`config.mk`:
```
export PLATFORM = sky130hd
export DESIGN_NAME = reg_file_sb
export DESIGN_NICKNAME = d
export VERILOG_FILES = /design/src/rtl/cpu_pkg.sv /design/src/rtl/reg_file_sb_counter.sv /design/src/rtl/reg_file_sb.sv
export SDC_FILE = /design/constraint.sdc
export NUM_CORES = 1
export LEC_CHECK = 0
export BUFFER_PORTS_ARGS = -buffer_cell sky130_fd_sc_hd__buf_2
export CAP_MARGIN = 20
export CORE_MARGIN = 10
export CORE_UTILIZATION = 50
export DETAILED_ROUTE_END_ITERATION = 6
export PLACE_DENSITY_LB_ADDON = 0.12
export SYNTH_ARGS = -nofsm -noshare
export SYNTH_HDL_FRONTEND = slang
export SYNTH_SLANG_ARGS = --single-unit
```
`constraint.sdc`:
```
create_clock -name clk -period 11.1 [get_ports clk]
set_input_delay 0.555 -clock clk [delete_from_list [all_inputs] [get_ports clk]]
set_output_delay 0.555 -clock clk [all_outputs]
set_load 0.005 [all_outputs]
```
`src/rtl/cpu_pkg.sv`:
```
// cpu_pkg: shared defaults for the register file / scoreboard slice.
//   DATA_WIDTH_DEF : register data width
//   REG_WIDTH_DEF  : register address width (2**REG_WIDTH_DEF registers)
//   CNT_WIDTH_DEF  : width of each per-register in-flight write counter
//   regAddr_t      : register address type at the default width
package cpu_pkg;

  localparam int DATA_WIDTH_DEF = 16;
  localparam int REG_WIDTH_DEF  = 4;
  localparam int CNT_WIDTH_DEF  = 2;

  typedef logic [REG_WIDTH_DEF-1:0] regAddr_t;

endpackage

```
`src/rtl/reg_file_sb_counter.sv`:
```
// sb_counter: one saturating up/down counter tracking in-flight writes to a
// single register.
// Ports:
//   clk  : rising-edge clock
//   rst  : synchronous active-high reset, clears the count
//   inc  : one new in-flight write this cycle
//   dec  : number of writes retired or cancelled this cycle (0..2)
//   cnt  : current count
//   err  : this cycle's update would overflow or underflow (combinational)
module sb_counter
#(
  parameter int CNT_WIDTH = 2
)
(
  input  logic                 clk,
  input  logic                 rst,
  input  logic                 inc,
  input  logic [1:0]           dec,
  output logic [CNT_WIDTH-1:0] cnt,
  output logic                 err
);

  // Two guard bits let cnt+1 and cnt+inc-dec be evaluated without wrapping.
  localparam int W = CNT_WIDTH + 2;
  localparam logic [W-1:0] CNT_MAX = W'((2**CNT_WIDTH) - 1);

  logic [W-1:0] sum;
  logic [W-1:0] diff;
  logic         under;
  logic         over;

  always_comb begin
    sum   = W'(cnt) + W'(inc);
    under = sum < W'(dec);
    diff  = sum - W'(dec);
    over  = !under && (diff > CNT_MAX);
    err   = under | over;
  end

  always_ff @(posedge clk) begin
    if (rst) begin
      cnt <= '0;
    end else if (under) begin
      cnt <= '0;
    end else if (over) begin
      cnt <= CNT_MAX[CNT_WIDTH-1:0];
    end else begin
      cnt <= diff[CNT_WIDTH-1:0];
    end
  end

endmodule

```
`src/rtl/reg_file_sb.sv`:
```
// reg_file_sb: register file with a per-register write scoreboard that
// stalls ID while a consumed source register still has writes in flight.
// Optional feature macro: RF_BYPASS_EN -- forwards the WB result onto the
// read ports in the same cycle and lets that write retire the stall early.
// Ports:
//   clk, rst                        : clock, synchronous active-high reset
//   RegWriteW_i/WriteRegW_i/ResultW_i : writeback enable, register, data
//   rs_addr_i/rt_addr_i             : read addresses
//   rs_use_i/rt_use_i               : ID instruction consumes that port
//   issue_i/issue_reg_i             : instruction leaving ID with a pending write
//   cancel_i/cancel_reg_i           : squashed in-flight write
//   rs_data_o/rt_data_o             : combinational read data
//   stall_o                         : a used source has a pending write
//   sb_err_o                        : sticky scoreboard over/underflow flag
module reg_file_sb
  import cpu_pkg::*;
#(
  parameter int DATA_WIDTH = DATA_WIDTH_DEF,
  parameter int REG_WIDTH  = REG_WIDTH_DEF,
  parameter int CNT_WIDTH  = CNT_WIDTH_DEF
)
(
  input  logic                  clk,
  input  logic                  rst,
  input  logic                  RegWriteW_i,
  input  logic [REG_WIDTH-1:0]  WriteRegW_i,
  input  logic [DATA_WIDTH-1:0] ResultW_i,
  input  logic [REG_WIDTH-1:0]  rs_addr_i,
  input  logic [REG_WIDTH-1:0]  rt_addr_i,
  input  logic                  rs_use_i,
  input  logic                  rt_use_i,
  input  logic                  issue_i,
  input  logic [REG_WIDTH-1:0]  issue_reg_i,
  input  logic                  cancel_i,
  input  logic [REG_WIDTH-1:0]  cancel_reg_i,
  output logic [DATA_WIDTH-1:0] rs_data_o,
  output logic [DATA_WIDTH-1:0] rt_data_o,
  output logic                  stall_o,
  output logic                  sb_err_o
);

  localparam int NUM_REGS = 2**REG_WIDTH;

  logic [DATA_WIDTH-1:0] regMem [NUM_REGS];
  logic [CNT_WIDTH-1:0]  cntArr [NUM_REGS];
  logic [NUM_REGS-1:0]   incVec;
  logic [NUM_REGS-1:0]   wbHit;
  logic [NUM_REGS-1:0]   cancelHit;
  logic [NUM_REGS-1:0]   errVec;
  logic                  rsBusy;
  logic                  rtBusy;

  always_ff @(posedge clk) begin
    if (rst) begin
      for (int r = 0; r < NUM_REGS; r++) begin
        regMem[r] <= '0;
      end
    end else if (RegWriteW_i) begin
      regMem[WriteRegW_i] <= ResultW_i;
    end
  end

  always_comb begin
`ifdef RF_BYPASS_EN
    rs_data_o = (RegWriteW_i && (WriteRegW_i == rs_addr_i)) ? ResultW_i : regMem[rs_addr_i];
    rt_data_o = (RegWriteW_i && (WriteRegW_i == rt_addr_i)) ? ResultW_i : regMem[rt_addr_i];
    // A write retiring this cycle is already visible on the read port, so it
    // no longer counts as pending for the reader.
    rsBusy = cntArr[rs_addr_i] > CNT_WIDTH'(wbHit[rs_addr_i]);
    rtBusy = cntArr[rt_addr_i] > CNT_WIDTH'(wbHit[rt_addr_i]);
`else
    rs_data_o = regMem[rs_addr_i];
    rt_data_o = regMem[rt_addr_i];
    rsBusy    = cntArr[rs_addr_i] != '0;
    rtBusy    = cntArr[rt_addr_i] != '0;
`endif
  end

  assign stall_o = (rs_use_i & rsBusy) | (rt_use_i & rtBusy);

  for (genvar r = 0; r < NUM_REGS; r++) begin : gCnt
    assign incVec[r]    = issue_i & (issue_reg_i == REG_WIDTH'(r)) & ~stall_o;
    assign wbHit[r]     = RegWriteW_i & (WriteRegW_i == REG_WIDTH'(r));
    assign cancelHit[r] = cancel_i & (cancel_reg_i == REG_WIDTH'(r));

    sb_counter #(
      .CNT_WIDTH (CNT_WIDTH)
    ) uCnt (
      .clk (clk),
      .rst (rst),
      .inc (incVec[r]),
      // WB and cancel may both retire a write to the same register.
      .dec ({wbHit[r] & cancelHit[r], wbHit[r] ^ cancelHit[r]}),
      .cnt (cntArr[r]),
      .err (errVec[r])
    );
  end

  always_ff @(posedge clk) begin
    if (rst) begin
      sb_err_o <= 1'b0;
    end else if (|errVec) begin
      sb_err_o <= 1'b1;
    end
  end

endmodule

```
==> run summary <==
Global Route Usage Sum = 0.229
die width = 207 um
Nets = 1435
Worst-Skew Late Latency = 0.52 ns
H-tree levels = 2
worst hold path class = input port to flop
I/O Buffers = 76
Slew @ Worst Pin = 1.01 ns
Overflow after GRT = 0
Area Growth Syn to Fin = 10.2%
wire per inst = 28.1 um
# rows = 68
PD cells = 154 nW/um2
final instance area = 19300 um2
sequential fraction of the synthesis area = 0.476
RSZ-0062 raised after global routing = false
initial antenna violation count = 4
Worst Path Max Fanout = 27
Mapped Cells = 1224
Residual DRC = 0
Slew headroom = 0.326
highest clock rate = 213 MHz
Die ar. = 42900 um2
status = finished clean
first-pass GRT wire length = 73800 um
top-area cell type share of the netlist area = 0.439
Layout Utilization = 0.559
RR Startpoint = gCnt[12].uCnt.cnt[1]
CP required = 11.48 ns
largest net degree at the start of global routing = 65
vias in the first global route = 11300
Resized Gates After CTS = 0
DIE HEIGHT = 207 um
Clock Sinks = 289
capturing point of the worst reg2reg path = sb_err_o
placed cells = 1698
area leader, netlist = edfxtp_1
final hold slack = 0.507 ns
post-CTS setup buffer count = 0
final clock skew = 0.00593 ns
Final Cycle Share = 0.423
Fillers = 2846
Layout Cells excl Fill = 1758
FF-to-FF setup slack = 6.77 ns
CTS tree = done
crit path launch type = input port
layout cells sized above 1 = 0.250
EDFF count, synth = 256
DP HPWL = 31800 um
IO Count = 77
yosys warns = 0
total number of vias = 10800
CTS Root Cell = clkbuf_16
Crit. End Element = flop
mapped cell area = 17500 um2
Worst-path clk slew = 0.06 ns
Num CTS Buffers = 35
Data arrival, critical path = 5.08 ns
top post-synthesis cells by area = edfxtp_1 44%, mux4_2 19%, and2_1 9.1%
Vias/cell = 6.12
Setup TNS = 0 ns
number of synthesized register bits = 289
Max Cap Viol = 0
Routability Congestion = 0.868
Placed Instance Area = 18200 um2
Pins Over Slew Limit = 0
Hold-fix buffers, CTS = 0
Initial Util = 0.507
Top FF cell, synth = edfxtp_1
Final setup viols = 0
Leak Pwr = 7.07 nW
syn avg cell area = 14.3 um2
core footprint = 34500 um2
asr flop ratio synth = 0
Distinct cells, synth = 41
Pre-antenna DRT Iters = 5
CTS Buffer Depth = 3
CP Capture Point = sb_err_o
Tmin final = 4.70 ns
DR iter-0 viols = 796
Register-to-Register Path Depth = 15
HP Start = ResultW_i[12]
worst setup path startpoint = rt_addr_i[2]
worst vdd ir = 0.0000940 V
Antenna Nets Post-Route = 0
Final Hold Vio Count = 0
Crit Path Category = input port to flop
Syn Nets = 1379
drt total wl = 49400 um
top cells by instance count after synthesis = 256 x and2_1, 256 x edfxtp_1, 147 x mux4_2, 80 x ha_1, 67 x inv_1
[worst min path at each step]
stage | end | depth (start not counted) | slack, ns
after floorplan | sb_err_o | 2 | 0.54
after global placement | sb_err_o | 2 | 0.56
after detailed placement | sb_err_o | 2 | 0.58
after CTS | regMem[10][12] | 2 | 0.49
after global routing | regMem[6][10] | 2 | 0.53
final | regMem[10][12] | 2 | 0.51
[where the power goes]
group | internal, W | leakage (nW) | total [W] | switching [W]
Sequential | 0.00128 | 2.73 | 0.00134 | 0.0000622
Clock | 0.000642 | 0.515 | 0.00109 | 0.000453
Combinational | 0.000244 | 3.83 | 0.000533 | 0.000290
Total | 0.00216 | 7.07 | 0.00297 | 0.000805
[layout by cell type (no fill, tap or decap), drive strengths merged, types with 33 or more instances in the layout]
master,netlist,routed
edfxtp,256,256
and2,256,256
clkbuf,47,45
mux4,162,162
dfxtp,33,33
ha,80,80
a211oi,36,36
inv,67,69
nor2,63,63
buf,34,100
[cell families (layout without fill, tap and decap cells)]
kind of cell    after synthesis  in the layout  synth area share
simple gates                444            444             0.150
other cells                   0              1                 0
compound gates               69             69            0.0293
flops                       289            289             0.476
mux                         162            162             0.211
buf+inv                     148            226            0.0396
fa+ha+maj                   112            112            0.0937
[registers in the layout (all words and copies together) (netlist names)]
name           flops
regMem           256
sb_err_o           1
gCnt.uCnt.cnt     32
[metal layers]
metal,routed length [um],vias to the layer above,part of all wire,GRT usage
met5,31,-,0.00063,0
met4,1450,4,0.029,0.0733
met3,3690,90,0.075,0.0478
met2,23400,402,0.47,0.364
met1,20900,5523,0.42,0.309
li1,-,4732,-,-
[final cells by class]
class / count / area, um2 / area share
inverters: 67 / 251 / 0.0130
diodes: 1 / 2.50 / 0.000130
multi-input cells: 787 / 8480 / 0.439
repair buffers: 100 / 587 / 0.0304
well taps: 455 / 569 / 0.0295
clock inverters: 14 / 135 / 0.00700
clock buffers: 45 / 935 / 0.0484
flip-flops and latches: 289 / 8350 / 0.432
[critical path: stages]
cell and delay (ns):
buf_2 0.74, mux4_2 0.60, and3_1 0.22, nor4_4 0.45
buf_8 0.24, nor3_2 0.06, ha_1 0.22, ha_1 0.29
inv_1 0.05, fa_1 0.42, ha_1 0.23, nor4_1 0.47
nand4_1 0.16, nor4_1 0.24, a31oi_1 0.13
[per-stage QoR]
stage	power, W	setup slack, ns
CTS	0.00298	6.38
global route	0.00309	6.10
finish	0.00297	6.40
global placement	0.00188	5.61
detailed placement	0.00189	5.84
floorplan	0.00171	7.31
Note: power is estimated with default switching activity, not from simulation.
